## config.mk

```make
export PLATFORM = sky130hd
export DESIGN_NAME = gate_sweep_ctrl
export DESIGN_NICKNAME = d
export VERILOG_FILES = /design/src/rtl/gate_sweep_pkg.sv /design/src/rtl/gate_sweep_timer.sv /design/src/rtl/gate_sweep_ctrl.sv
export SDC_FILE = /design/constraint.sdc
export NUM_CORES = 1
export LEC_CHECK = 0
export ABC_AREA = 1
export BUFFER_PORTS_ARGS = -buffer_cell sky130_fd_sc_hd__buf_2
export CAP_MARGIN = 0
export CORE_MARGIN = 4
export CORE_UTILIZATION = 48
export CTS_CLUSTER_DIAMETER = 120
export DETAILED_ROUTE_END_ITERATION = 10
export PLACE_DENSITY = 0.72
export RECOVER_POWER = 100
export SYNTH_ARGS = -nofsm -noshare
export SYNTH_HDL_FRONTEND = slang
export SYNTH_SLANG_ARGS = --single-unit
```

## constraint.sdc

```tcl
create_clock -name clk -period 1.2 [get_ports clk]
set_input_delay 0.06 -clock clk [delete_from_list [all_inputs] [get_ports clk]]
set_output_delay 0.06 -clock clk [all_outputs]
set_load 0.02 [all_outputs]
```

## src/rtl/gate_sweep_pkg.sv

```systemverilog
`default_nettype none
// ============================================================================
// Module   : gate_sweep_pkg
// Purpose  : Shared definitions for the gate sweep sequencer: FSM state
//            encoding, standard 2-input truth tables and settle-timer width.
// Ports    : none (package)
// Revision : 1.0 - initial release
// ============================================================================
package gate_sweep_pkg;

  localparam logic [1:0] S_IDLE   = 2'd0;
  localparam logic [1:0] S_SETTLE = 2'd1;
  localparam logic [1:0] S_CHECK  = 2'd2;
  localparam logic [1:0] S_DONE   = 2'd3;

  typedef enum logic [1:0] {
    ST_IDLE   = S_IDLE,
    ST_SETTLE = S_SETTLE,
    ST_CHECK  = S_CHECK,
    ST_DONE   = S_DONE
  } state_e;

  // Bit k is the gate output expected for input vector k.
  localparam logic [3:0] TT_OR2  = 4'b1110;
  localparam logic [3:0] TT_AND2 = 4'b1000;
  localparam logic [3:0] TT_XOR2 = 4'b0110;

  // Wide enough for the largest settle time (15).
  localparam int TMR_W = 4;

endpackage
`default_nettype wire

```

## src/rtl/gate_sweep_timer.sv

```systemverilog
`default_nettype none
// ============================================================================
// Module   : gate_sweep_timer
// Purpose  : Loadable down-counter with a zero flag, used to time the settle
//            interval between driving a vector and sampling the gate.
// Ports    : clk, rst_n   - clock, asynchronous active-low reset
//            load_i/val_i - load val_i into the counter (has priority)
//            dec_i        - decrement by one, saturating at zero
//            zero_o       - counter currently reads zero
// Revision : 1.0 - initial release
// ============================================================================
module gate_sweep_timer
  import gate_sweep_pkg::*;
#(
  parameter int W = TMR_W
) (
  input  logic         clk,
  input  logic         rst_n,
  input  logic         load_i,
  input  logic [W-1:0] val_i,
  input  logic         dec_i,
  output logic         zero_o
);

  logic [W-1:0] cnt_q, cnt_d;

  always_comb begin
    cnt_d = cnt_q;
    if (load_i) begin
      cnt_d = val_i;
    end else if (dec_i && (cnt_q != '0)) begin
      cnt_d = cnt_q - 1'b1;
    end
  end

  always_ff @(posedge clk or negedge rst_n) begin
    if (!rst_n) begin
      cnt_q <= '0;
    end else begin
      cnt_q <= cnt_d;
    end
  end

  assign zero_o = (cnt_q == '0);

endmodule
`default_nettype wire

```

## src/rtl/gate_sweep_ctrl.sv

```systemverilog
`default_nettype none
// ============================================================================
// Module   : gate_sweep_ctrl
// Purpose  : Drives every input vector of a small combinational gate in
//            ascending order, waits SETTLE cycles, samples gate_y against
//            EXP_TT and reports pass / mismatch count / first failing vector.
// Ports    : clk, rst_n  - clock, asynchronous active-low reset
//            start       - sweep request (sampled only when idle)
//            gate_y      - output of the gate under test
//            gate_in     - registered vector driven to the gate
//            busy, done  - sweep in progress / one-cycle end pulse
//            pass        - last sweep had zero mismatches
//            err_cnt     - mismatch count of the current/last sweep
//            fail_vec    - first mismatching vector (valid when err_cnt != 0)
// Config   : GATE_SWEEP_STOP_ON_FAIL_EN - end the sweep on the first mismatch
// Revision : 1.0 - initial release
// ============================================================================
module gate_sweep_ctrl
  import gate_sweep_pkg::*;
#(
  parameter int                  N_IN   = 2,
  parameter int                  SETTLE = 1,
  parameter logic [(1<<N_IN)-1:0] EXP_TT = TT_OR2
) (
  input  logic            clk,
  input  logic            rst_n,
  input  logic            start,
  input  logic            gate_y,
  output logic [N_IN-1:0] gate_in,
  output logic            busy,
  output logic            done,
  output logic            pass,
  output logic [N_IN:0]   err_cnt,
  output logic [N_IN-1:0] fail_vec
);

  state_e          state_q, state_d;
  logic [N_IN-1:0] vec_q, vec_d;
  logic [N_IN:0]   err_q, err_d;
  logic [N_IN-1:0] fail_q, fail_d;
  logic            pass_q, pass_d;

  logic            tmr_load, tmr_dec, tmr_zero;
  logic            mismatch, last_vec;

  // The state is left on the edge where the counter is seen at zero, so
  // loading SETTLE-1 yields exactly SETTLE cycles spent in SETTLE.
  gate_sweep_timer #(
    .W(TMR_W)
  ) u_timer (
    .clk    (clk),
    .rst_n  (rst_n),
    .load_i (tmr_load),
    .val_i  (TMR_W'(SETTLE - 1)),
    .dec_i  (tmr_dec),
    .zero_o (tmr_zero)
  );

  assign mismatch = (gate_y != EXP_TT[vec_q]);
  assign last_vec = (vec_q == {N_IN{1'b1}});

  always_comb begin
    state_d  = state_q;
    vec_d    = vec_q;
    err_d    = err_q;
    fail_d   = fail_q;
    pass_d   = pass_q;
    tmr_load = 1'b0;
    tmr_dec  = 1'b0;

    case (state_q)
      ST_IDLE: begin
        if (start) begin
          err_d    = '0;
          fail_d   = '0;
          pass_d   = 1'b0;
          vec_d    = '0;
          tmr_load = 1'b1;
          state_d  = ST_SETTLE;
        end
      end

      ST_SETTLE: begin
        if (tmr_zero) begin
          state_d = ST_CHECK;
        end else begin
          tmr_dec = 1'b1;
        end
      end

      ST_CHECK: begin
        if (mismatch) begin
          err_d = err_q + 1'b1;
          if (err_q == '0) begin
            fail_d = vec_q;
          end
        end
`ifdef GATE_SWEEP_STOP_ON_FAIL_EN
        if (mismatch || last_vec) begin
`else
        if (last_vec) begin
`endif
          // Pass is resolved here so it is already valid while done is high.
          state_d = ST_DONE;
          pass_d  = (err_d == '0);
        end else begin
          vec_d    = vec_q + 1'b1;
          tmr_load = 1'b1;
          state_d  = ST_SETTLE;
        end
      end

      ST_DONE: begin
        state_d = ST_IDLE;
      end

      default: begin
        state_d = ST_IDLE;
      end
    endcase
  end

  always_ff @(posedge clk or negedge rst_n) begin
    if (!rst_n) begin
      state_q <= ST_IDLE;
      vec_q   <= '0;
      err_q   <= '0;
      fail_q  <= '0;
      pass_q  <= 1'b0;
    end else begin
      state_q <= state_d;
      vec_q   <= vec_d;
      err_q   <= err_d;
      fail_q  <= fail_d;
      pass_q  <= pass_d;
    end
  end

  // All outputs come straight from registers.
  assign gate_in  = vec_q;
  assign busy     = (state_q != ST_IDLE);
  assign done     = (state_q == ST_DONE);
  assign pass     = pass_q;
  assign err_cnt  = err_q;
  assign fail_vec = fail_q;

endmodule
`default_nettype wire
```

# Word level (Yosys, flattened, before mapping)
# Index checks and enable logic that the tools add are counted.
[totals] ff_bits=14 inputBits=4 output_inout_bits=10 word_cells=61
[classes] add_sub_neg=3 order_cmp=1 eq_ne=11 n_mux=26 n_reduce_logical=14
[op_table] op="2-bit 2-to-1 mux" count=7
[op_table] op="2-bit inequality test, second input constant" count=6
[op_table] op="3-bit 2-to-1 mux" count=3
[op_table] op="4-bit 2-to-1 mux" count=2
[op_table] op="2-bit case mux with 2 select lines" count=2
[op_table] op="2-bit case mux with 4 select lines" count=1
[op_table] op="1-bit 2-to-1 mux" count=7
[op_table] op="2-bit equality test, second input constant" count=3
[op_table] op="3-bit logical NOT" count=2
[op_table] op="3-bit case mux with 2 select lines" count=1
[op_table] op="3-bit AND reduction" count=2
[op_table] op="2-bit nonzero test" count=3
[op_table] op="4-bit logical NOT" count=1
[op_table] op="1-bit case mux with 2 select lines" count=2
[op_table] op="2-bit AND reduction" count=2
[op_table] op="4-bit AND reduction" count=1
[op_table] op="4-bit nonzero test" count=1
[op_table] op="4-bit by 1-bit subtractor with 4-bit output, second input constant" count=1
[op_table] op="3-bit by 1-bit adder with 3-bit output, second input constant" count=1
[op_table] op="2-bit by 3-bit less-than comparator with 1-bit output, second input constant" count=1
[op_table] op="2-bit by 1-bit adder with 2-bit output, second input constant" count=1
[op_table] op="1-bit binary-select mux with 2-bit select" count=1
[op_table] op="2-bit by 1-bit equality test with 1-bit output, second input constant" count=1
[op_table] op="2-bit logical NOT" count=1
[op_table] op="2 further kinds" count=2

# Longest topological paths before layout
[depth] ltp_word=8 depth_mapped=10 mapped_depth_nobuf=10

# Cells and area by module
# From an unflattened synthesis, not the netlist that was laid out.
[hier_totals] cells_unflattened=126 area_unflattened_um2=900.9
[modules_own_cells] mod="gate_sweep_ctrl" n_inst=1 cells_each=80 area_each_um2=605.6 seq_area_each_um2=250.2
[modules_own_cells] mod="gate_sweep_timer" n_inst=1 cells_each=46 area_each_um2=295.3 seq_area_each_um2=100.1

# Worst setup path before layout
# Ideal clock, no wire load.
[synth_timing] kind="reg-to-reg" from="reg vec_q[0] (netlist: gate_in[0])" to="reg fail_q[0] (netlist: fail_vec[0])" setup_time_ns=0.118 t_arrival_ns=1.315 t_required_ns=1.082 slack_ns=-0.233 stages_incl_launch_ff=11 path_buffers=0 synth_period_minus_slack_ns=1.433 path_cell_list="dfrtp_1 -> inv_1 -> ha_1 -> inv_1 -> nand2_1 -> nand2_1 -> nand3_1 -> nand2_1 -> inv_2 -> nand2_1 -> nand2_1"
[synth_via] elab_chain_len=5 elab_cells_between_ends=8 cone_classes="eq/ne: 2; mux: 5; reduce/logical: 1"
[synth_rtl] element="start, declared" line="gate_sweep_ctrl.sv:38" source="logic [N_IN-1:0] vec_q, vec_d;"
[synth_rtl] element="start signal, assigned" line="gate_sweep_ctrl.sv:132" source="vec_q <= vec_d;"
[synth_rtl] element="1-bit binary-select mux with 2-bit select" line="gate_sweep_ctrl.sv:59" source="assign mismatch = (gate_y != EXP_TT[vec_q]);"
[synth_rtl] element="1-bit 2-to-1 mux (implied by the code)" line="gate_sweep_ctrl.sv:59"
[synth_rtl] element="1-bit inequality test" line="gate_sweep_ctrl.sv:59"
[synth_rtl] element="2-bit inequality test (no line)"
[synth_rtl] element="4-bit AND reduction (no line)"
[synth_rtl] element="end signal, assigned" line="gate_sweep_ctrl.sv:134" source="fail_q <= fail_d;"
[synth_rtl] element="end, declared" line="gate_sweep_ctrl.sv:40" source="logic [N_IN-1:0] fail_q, fail_d;"
# Several ways; a longest one is shown, not always the timed one. The select of a mux whose other input is x is not followed.
# A chain may end at the register's enable or synchronous reset.

# Worst setup path in the final report
[layout_timing] from="reg vec_q[0] (netlist: gate_in[0])" to="reg fail_q[1] (netlist: fail_vec[1])"
[layout_via] elab_chain_len=5
[layout_rtl] element="1-bit binary-select mux with 2-bit select" line="gate_sweep_ctrl.sv:59"
[layout_rtl] element="1-bit 2-to-1 mux (implied by the code)" line="gate_sweep_ctrl.sv:59"
[layout_rtl] element="1-bit inequality test" line="gate_sweep_ctrl.sv:59"
[layout_rtl] element="2-bit inequality test (no line)"
[layout_rtl] element="4-bit AND reduction (no line)"
# Every way passes these cells. The select of a mux whose other input is x is not followed.

==> impl_summary.txt <==
----------------------------------------------------
[Run status]
  Result of the run ... finished with violations
  Failing checks ... setup timing

[Yosys]
  Ranking of synthesized cells by instance count ... 32 x nand2_1, 16 x inv_1, 14 x dfrtp_1, 14 x nand3_1, 6 x ha_1
  Dominant cells by area after synthesis ... dfrtp_1 42%, nand2_1 14%, ha_1 8.9%
  #FFs+latches synth ... 14
  Post-synthesis sequential area ratio ... a little over two fifths
  Distinct cell type count of the synthesized netlist ... 19
  Share of Yosys cell area claimed by the top area cell type ... 41.7%
  Most frequent cell after synthesis ... nand2_1
  Post-Syn Area per Cell ... 8.01 sq um
  Most common flop cell mapped by yosys ... dfrtp_1
  Cell taking the most area after synthesis ... dfrtp_1
  Count of flip-flops with a built-in enable after synthesis ... 0
  Total number of yosys warnings ... 0
  Combined area of all synthesized cells ... 841 sq um
  Syn Inst Count ... 105
  Asr flop ratio synth ... 100%
  Total nets after synthesis ... 115

[Clock network]
  TritonCTS clock tree ... done
  Clock Root Buffer ... clkbuf_4
  Clock-pin slew on the worst setup and hold paths ... about 90 ps
  Buffers from clock root to sink, at most ... 2
  Number of levels the H-tree was split into ... 1
  Clock insertion delay at the later pin of the skew report ... 280 ps
  CTS sink count ... 14
  CTS Buf Count ... 3

[Placed design]
  Instance count after placement with tap cells included ... 143
  Sum of net half-perimeters after detailed placement ... about 1.4 mm
  Post-DP Area ... 0.00102 sq mm
  RePlAce Congestion ... 0.847
  Number of input and output port buffers inserted ... 13

[Power]
  Combinational power share ... 60.2%
  Switching power summed over all nets ... 1.14 mW
  Reported leakage power ... 0.627 nW
  Fraction of power spent switching nets ... 46.4%
  Power density of the placed cells ... 2140 mW/mm^2
  Clock power frac ... 11.8%
  Worst-case vdd ir drop ... 1.21 mV
  Total power ... 2.45 mW
  Part of the power in registers ... 28.0%
  Internal cell power ... 1.31 mW

[STA]
  Max-slew violation count ... 0
  Setup Viol. Count Final ... 5
  Slew margin rel. ... a little under 50%
  Period Utilization, post-route ... 103%
  Worst Slack Setup Final ... -33.6 ps
  Setup repair after global routing missed its margin ... yes
  Upper clock frequency limit ... 811 MHz
  Post-layout min period ... 1230 ps
  Slew at the pin closest to its max-slew limit ... 755 ps
  Final setup skew ... 1.10 ps
  Hold violation count in the final report ... 0

[Die]
  Area enclosed by the die boundary ... roughly 0.0025 sq mm
  Die Height ... 49.9 um
  Number of top-level pins ... 14
  Site row count ... 14
  Die extent in x ... 49.9 um
  Initial core utilization ... between 50% and 60%
  Core box area ... between 0.0015 and 0.002 sq mm

[Global route]
  Initial antenna violation count ... 0
  Wire length of the first global-routing pass ... 3.28 mm
  Vias in the first global route ... 753
  Pin count of the biggest net entering global routing ... 15
  Grt total ovfl ... 0
  Total global routing track utilization ... 17.5%

[Worst hold path]
  Worst min-delay path category ... in2reg
  Min-delay src ... start

[Run]
  Number of maximum-capacitance constraint violations ... 0

[Detailed routing]
  Vias/cell ... 5.09
  DR DRC count ... 0
  Detailed Routing Iterations Pass 1 ... 4
  Met2 wirelength from detailed routing ... 935 um
  Number of nets with antenna violations after routing ... 0
  Iteration-0 DRC Markers ... 4
  Highest metal layer with signal wires ... met4
  Met1 wire length ... 879 um
  Met3 wirelength from detailed routing ... 71 um
  Detailed Route WL ... about 1.9 mm
  Total via count in the routed design ... 773
  WL/cell ... 12.5 um

[Critical path]
  Launching element of the worst setup path ... gate_in[0]
  Largest driver fanout on the critical path ... 4
  Worst EP required ... 1380 ps
  WS Path Type ... reg2reg
  Reg-to-reg startpoint ... gate_in[0]
  Endpoint type of the worst setup path ... flip-flop
  Crit path DAT ... between 1000 and 1500 ps
  Worst setup SP type ... flip-flop

[Layout]
  Count of antenna diodes in the layout ... 0
  Share of cells above drive strength 1 ... around two fifths
  Fillcell total ... roughly 130
  Total non-filler cell area in the finished layout ... 0.00114 sq mm
  Non-filler cells in the finished layout ... 152
  Final Net Count ... 147
  Layout overhead on the synthesized area ... 36.0%

----------------------------------------------------
[path summary, 6_finish.rpt]
kind                       slack (ps)     endpoint  cells after the start
min reg2reg                       480  fail_vec[0]                      2
min                               120   state_q[0]                      3
max                               -30  fail_vec[1]                      9
max reg2reg                       -30  fail_vec[1]                      9
min in group asynchronous         350   state_q[0]                      2
max in group asynchronous         330   gate_in[1]                      2
[timing repair]
item / 4_1_cts / 5_1_grt
hold buffers: 1 / 0
resized for setup: 6 / 11
setup buffers: 3 / 1
endpoints found under the setup margin: 9 / 14
hold endpoints to repair: 14 / 0
pin swaps: 3 / 2
[per-layer routing]
metal	vias to the layer above	GRT usage, %
met5	-	0
met4	0	5.53
met3	3	5.12
met2	18	29.7
met1	360	21.0
li1	392	-
[metrics by stage]
stage	hold slack (ps)	util [%]	TNS (ps)	setup slack [ps]
after floorplan	-236	-	-68.2	-34.1
after global placement	-27.1	65.0	-50.2	-21.8
after detailed placement	-20.7	65.0	-218	-43.7
after CTS	131	70.3	-34.3	-13.7
after global routing	137	72.5	-760	-118
final	124	72.5	-73.9	-33.6
[kinds of logic (layout without fill, tap and decap cells)]
family                   count (synthesis)  after routing  synth area share [%]
flip-flops                              14             14                  41.7
buffers and inverters                   21             52                  9.38
AND/OR/NAND/NOR                         55             55                  32.9
AO/OA/AOI/OAI                            7              7                  5.06
XOR/XNOR                                 2              2                  2.08
adder cells (fa/ha/maj)                  6              6                  8.93
[power groups by stage]
stage | Combinational, mW | Clock, mW | Sequential, mW
floorplan | 0.764 | 0 | 0.785
global placement | 1.20 | 0 | 0.684
detailed placement | 1.24 | 0 | 0.693
CTS | 1.36 | 0.298 | 0.681
global route | 1.63 | 0.330 | 0.705
finish | 1.48 | 0.290 | 0.686
[state kept, by name, summed over array words and instances (netlist names)]
signal and flops:
err_cnt 3, fail_vec 2, gate_in 2, pass 1, state_q 2, u_timer.cnt_q 4
[layout by cell type (no fill, tap or decap), drive strengths merged]
cell         instances
dfrtp               14
nand3               15
inv                 21
xor2                 1
buf                 18
nand2               34
nor2                 4
xnor2                1
o21ai                4
dlygate4sd3          1
nand4                2
ha                   6
o22ai                3
clkbuf              12
[critical path, stage by stage (launching register included)]
cell     delay (ps)
dfrtp_2         440
inv_2            80
ha_4            160
nand2_4          70
nand2_4          90
nand3_2          70
nand2_2          80
inv_2            40
nand2_1          40
nand2_1          50
[layout make-up]
| class | instances | area, sq um | area share, % |
|---|---|---|---|
| clock buffer | 4 | 26.3 | 2.30 |
| inverter | 21 | 81.3 | 7.11 |
| multi-input combinational | 70 | 484 | 42.3 |
| sequential | 14 | 354 | 31.0 |
| tap | 16 | 20.0 | 1.75 |
| timing repair buffer | 27 | 178 | 15.5 |
Note: power is estimated with default switching activity, not from simulation.
